--- src/rtl/timer_counter.sv ---
// Up/down timer counter aligned to a divided-clock tick, with load,
// sticky overflow/underflow flags and an interrupt request.
//
// state | meaning
// IDLE  | counting disabled, ticks ignored
// ARM   | enabled, waiting for the first tick to align to the divided clock
// COUNT | counting one step per tick
module timer_counter #(
  parameter int CNT_W = 8
) (
  input  logic             pclk,
  input  logic             presetn,
  input  logic             cnt_tick,
  input  logic             cnt_en,
  input  logic             up_dwn,
  input  logic             load,
  input  logic [CNT_W-1:0] tdr,
  input  logic             ovf_clr,
  input  logic             udf_clr,
  input  logic             ovf_ie,
  input  logic             udf_ie,
  output logic [CNT_W-1:0] tcnt,
  output logic             ovf,
  output logic             udf,
  output logic             irq,
  output logic             busy
);

  typedef enum logic [1:0] {IDLE, ARM, COUNT} state_t;

  state_t state;
  logic   step;
  logic   ovf_set;
  logic   udf_set;

  // A tick in the cycle cnt_en drops is dropped too, so tcnt holds on disable.
  assign step    = (state == COUNT) && cnt_en && cnt_tick && !load;
  assign ovf_set = step && !up_dwn && (tcnt == {CNT_W{1'b1}});
  assign udf_set = step &&  up_dwn && (tcnt == {CNT_W{1'b0}});

  always_ff @(posedge pclk) begin
    if (!presetn) begin
      state <= IDLE;
      busy  <= 1'b0;
      tcnt  <= '0;
      ovf   <= 1'b0;
      udf   <= 1'b0;
    end else begin
      case (state)
        IDLE: begin
          if (cnt_en) state <= ARM;
        end
        ARM: begin
          if (!cnt_en) begin
            state <= IDLE;
          end else if (cnt_tick) begin
            state <= COUNT;
            busy  <= 1'b1;
          end
        end
        COUNT: begin
          if (!cnt_en) begin
            state <= IDLE;
            busy  <= 1'b0;
          end
        end
        default: begin
          state <= IDLE;
          busy  <= 1'b0;
        end
      endcase

      if (load)
        tcnt <= tdr;
      else if (step)
        tcnt <= up_dwn ? tcnt - CNT_W'(1) : tcnt + CNT_W'(1);

      // Set wins over a same-cycle clear.
      ovf <= ovf_set | (ovf & ~ovf_clr);
      udf <= udf_set | (udf & ~udf_clr);
    end
  end

  assign irq = (ovf & ovf_ie) | (udf & udf_ie);

endmodule

--- config.mk ---
export PLATFORM = sky130hd
export DESIGN_NAME = timer_counter
export DESIGN_NICKNAME = d
export VERILOG_FILES = /design/src/rtl/timer_counter.sv
export SDC_FILE = /design/constraint.sdc
export NUM_CORES = 1
export LEC_CHECK = 0
export BUFFER_PORTS_ARGS = -buffer_cell sky130_fd_sc_hd__clkbuf_2
export CORE_ASPECT_RATIO = 1.4
export CORE_MARGIN = 3
export CORE_UTILIZATION = 54
export CTS_BUF_LIST = sky130_fd_sc_hd__clkbuf_8 sky130_fd_sc_hd__clkbuf_16
export DETAILED_ROUTE_END_ITERATION = 7
export HOLD_SLACK_MARGIN = 0.06
export PLACE_DENSITY = 0.83
export SYNTH_ARGS = -nofsm -noshare
export SYNTH_HDL_FRONTEND = slang
export SYNTH_SLANG_ARGS = --single-unit
--- constraint.sdc ---
create_clock -name pclk -period 2.6 [get_ports pclk]
set_input_delay 0.52 -clock pclk [delete_from_list [all_inputs] [get_ports pclk]]
set_output_delay 0.52 -clock pclk [all_outputs]
set_load 0.02 [all_outputs]
# Yosys cells after proc, flatten, opt, wreduce, memory -nomap -nowiden
# Cells that the tools add are included.
[word_totals] inputBits=18 register_bits=13 out_inout_bits=12
[classes] n_bitwise=10 n_addsub=2 n_mux=12 n_reduce_logical=14 n_eq_ne=8
[ops] op="$mux W8" n=3
[ops] op="$add A8 B1 Y8 const B" n=1
[ops] op="$eq A8 B8 Y1 const B" n=1
[ops] op="$logic_not A8 Y1" n=1
[ops] op="$mux W2" n=4
[ops] op="$ne A2 B2 Y1 const B" n=4
[ops] op="$sub A8 B1 Y8 const B" n=1
[ops] op="$logic_and A1 B1 Y1" n=7
[ops] op="$pmux W2 S3" n=1
[ops] op="$and A1 B1 Y1" n=4
[ops] op="$reduce_and A4 Y1" n=1
[ops] op="$mux W1" n=3
[ops] op="$ne A3 B3 Y1 const B" n=1
[ops] op="$not A1 Y1" n=3
[ops] op="$or A1 B1 Y1" n=3
[ops] op="$pmux W1 S3" n=1
[ops] op="$reduce_and A3 Y1" n=1
[ops] op="$eq A2 B1 Y1 const B" n=1
[ops] op="$eq A2 B2 Y1 const B" n=1
[ops] op="$logic_not A1 Y1" n=2
[ops] op="$logic_not A2 Y1" n=1
[ops] op="$reduce_bool A2 Y1" n=1

# Logic depth before layout (Yosys ltp)
[depth] depth_word=7 depth_mapped=6 depth_no_buf=6

# Worst setup path before layout
# OpenSTA, ideal clock, no wires.
[synth_timing] path_type="in2reg" startpoint="input port up_dwn" endpoint="register tcnt[6]" stages=5 slack_ps=711 t_required_ps=2478 t_arrival_ps=1767 n_path_buf=0 cell_sequence="ha_1 nor2b_4 o31a_1 o2111a_1 o311a_1"
[synth_between] elab_chain_cells=3
[synth_lines] element="from (decl)" line_no="15" text="input logic up_dwn,"
[synth_lines] element="$mux W8" line_no="76" text="tcnt <= up_dwn ? tcnt - CNT_W'(1) : tcnt + CNT_W'(1);"
[synth_lines] element="$mux W8" line_no="75" text="else if (step)"
[synth_lines] element="$mux W8" line_no="73" text="if (load)"
[synth_lines] element="to (signal assigned)" line_no="74" text="tcnt <= tdr;"
[synth_lines] element="to (signal assigned)" line_no="76"
[synth_lines] element="to (decl)" line_no="22" text="output logic [CNT_W-1:0] tcnt,"
# Every way passes these cells. The select of a mux whose other input is x is not followed.
# A chain may end at the register's enable or synchronous reset.

# Final worst setup path
# Same ends and word-level chain as after synthesis.

==> impl_metrics.json <==
{
  "ctsHoldBuffers": 0,
  "synth_area_mm2": 0.00101,
  "die_width_um": 42.6,
  "synth-edff-count": 0,
  "start_util_pct": 60.4,
  "endpoint_kind": "register",
  "r2r_end": "tcnt[6]$_SDFFE_PN0P_",
  "r2r_start": "tcnt[0]$_SDFFE_PN0P_",
  "post-cts-setup-buffer-count": 0,
  "rsz0062_at_grt": "false",
  "ctsResizeCount": 0,
  "p_sw_mw": 0.179,
  "area_growth_pct": 19.6,
  "tightest_slew_ns": 0.352,
  "critPathSlowestCell": "fa_1",
  "synthCells": 122,
  "path_cells": "clkbuf_2 > inv_1 > fa_1 > nor2b_4 > o31a_1 > nor3_1 > o311a_1",
  "maxCapViolCount": 0,
  "critPathBufInv": 2,
  "path_clk_slew_ns": 0.06,
  "nets": 177,
  "drc": 0,
  "die_y_um": 57.3,
  "crit_start": "up_dwn",
  "diodes": 0,
  "power.density_mw_per_mm2": 459,
  "regToRegSetupSlack_ns": 0.70,
  "grt_start_max_net_pins": 15,
  "tns_ns": 0,
  "setup_violations": 0,
  "gp_congestion": 0.891,
  "clock_sinks": 13,
  "layout-drive-gt1-share_pct": 26.5,
  "fp-row-count": 17,
  "drtIter0Drc": 38,
  "yosys.area.top_type_share_pct": 25.6,
  "grt_pass1_vias": 1068,
  "io_pins": 30,
  "fin_crit_ns": 2.00,
  "root_buffer": "clkbuf_8",
  "wl_per_cell_um": 15.3,
  "io_buffers": 29,
  "start_kind": "input port",
  "fillers": 138,
  "coreArea_mm2": 0.00168,
  "track_usage_pct": 23.9,
  "synth_warnings": 0,
  "path_delay_family": "compound AO/OA/AOI/OAI gates",
  "dp_hpwl_mm": 2.04,
  "dr_total_vias": 1085,
  "pwr-share-comb_pct": 26.4,
  "fmax_mhz": 500,
  "antenna_found_initial": 0,
  "p_leak_nw": 0.565,
  "routed_wl_mm": 2.60,
  "max-vdd-ir-drop_mv": 0.374,
  "power_mw": 0.557,
  "drv_slew": 0,
  "syn_avg_cell_area_um2": 8.32,
  "crit_required_ns": 2.74,
  "reg2reg_depth": 6,
  "whs_ns": 0.495,
  "path_depth": 7,
  "dr.pass1.iters": 6,
  "max_stage_delay_ns": 0.50,
  "hold_class": "in2reg",
  "swShare_pct": 32.1,
  "hold_depth": 2,
  "synth_commonest_cells": "dfxtp_1 (13), nand2_1 (13), nor2_1 (8)",
  "arrival_ns": 2.14,
  "syn_nets": 147,
  "fin_util_pct": 72.2,
  "h-tree-depth": 1,
  "p_seq_share_pct": 40.4,
  "synth_area_leaders": "dfxtp_1 (26%), ha_1 (7.4%), nand2_1 (4.8%)",
  "clock-skew-final_ns": 0.00283,
  "hp-start": "tdr[2]",
  "clk_latency_ns": 0.25,
  "dp_cells": 166,
  "globalRouteOverflowTotal": 0,
  "synthFlopType": "dfxtp_1",
  "async_flop_share_pct": 0,
  "ys_ff_latch": 13,
  "pwr-share-clk_pct": 33.1,
  "dieArea_mm2": 0.00244,
  "grt_pass1_wl_mm": 4.49,
  "ys_seq_area_share_pct": 25.6,
  "ant_nets": 0,
  "cts_tree": "done",
  "instances_no_fill": 170,
  "critical_path_class": "in2reg",
  "hold_violations": 0,
  "run_status": "complete, no violations",
  "hold_end": "tcnt[2]$_SDFFE_PN0P_",
  "netlist-cell-type-count": 48,
  "yosysTopAreaCell": "dfxtp_1",
  "relSlewSlack_pct": 76.5,
  "clockBufferDepth": 2,
  "avgViaCountPerCell": 6.38,
  "min_period_over_period_pct": 76.9,
  "cp_max_fo": 13,
  "p_int_mw": 0.378,
  "cts_buffers": 3
}
==> layout by cell type, fill, tap and decap left out, types with 2 or more instances in the layout <==
cell type,Yosys,layout
nand2b_1,3,3
nand3_1,3,3
nor3_1,4,4
a211o_1,2,2
inv_1,6,7
o21a_1,4,4
dfxtp_1,13,13
o21ai_0,5,5
clkbuf_2,0,29
ha_1,6,6
clkbuf_8,0,3
a21oi_1,2,2
o211a_1,3,3
or2_2,2,2
or3_1,2,2
a21boi_0,3,3
nand2_1,13,13
a211oi_1,2,2
nor4_1,2,2
nand4_1,2,2
nor2_1,8,8
nand4b_1,2,2
o211ai_1,5,5
==> state kept, by name (all words and copies together), names as in the netlist <==
register  flops
tcnt          8
busy          1
ovf           1
udf           1
state         2
==> metrics by stage <==
stage | setup slack [ns] | instance area [µm²]
after global routing | 0.519 | 1210
after floorplan | 0.711 | 1010
after global placement | 0.433 | 1170
after detailed placement | 0.356 | 1170
final | 0.600 | 1210
after CTS | 0.613 | 1210
==> worst max path at each step <==
stage          slack, ns              endpoint
2_1_floorplan       0.71  tcnt[6]$_SDFFE_PN0P_
3_3_place_gp        0.43  tcnt[6]$_SDFFE_PN0P_
3_5_place_dp        0.36  tcnt[6]$_SDFFE_PN0P_
4_1_cts             0.61  tcnt[6]$_SDFFE_PN0P_
5_1_grt             0.52  tcnt[4]$_SDFFE_PN0P_
6_report            0.60  tcnt[6]$_SDFFE_PN0P_
==> cells by family after synthesis <==
group | synth area share (%)
buffers and inverters | 4.44
muxes | 0.986
xor gates and xnor gates | 0.863
adders and majority gates | 9.37
and+or+nand+nor | 25.6
AOI/OAI and AO/OA | 33.0
DFF | 25.6
==> cell type report <==
type	instances	area (µm²)	share of cell area [%]
Tap cell	19	23.8	1.96
Timing Repair Buffer	30	153	12.6
Clock inverter	1	3.75	0.309
Inverter	6	22.5	1.86
Sequential cell	13	260	21.4
Multi-Input combinational cell	98	709	58.5
Clock buffer	3	41.3	3.40
==> metal layers <==
layer / global-route usage (%) / vias up / part of all wire, %
met5: 0 / - / 0
met4: 13.8 / 0 / 2.3
met3: 4.42 / 7 / 5.3
met2: 42.1 / 39 / 53
met1: 25.8 / 510 / 40
li1: - / 529 / -
==> power groups by stage <==
stage          Clock (mW)  Sequential, mW  Combinational, mW
2_1_floorplan           0           0.237             0.0903
3_3_place_gp            0           0.228              0.141
3_5_place_dp            0           0.229              0.146
4_1_cts             0.189           0.225              0.147
5_1_grt             0.195           0.227              0.165
6_report            0.185           0.225              0.147
No activity file was read; power rests on OpenSTA's default activity.
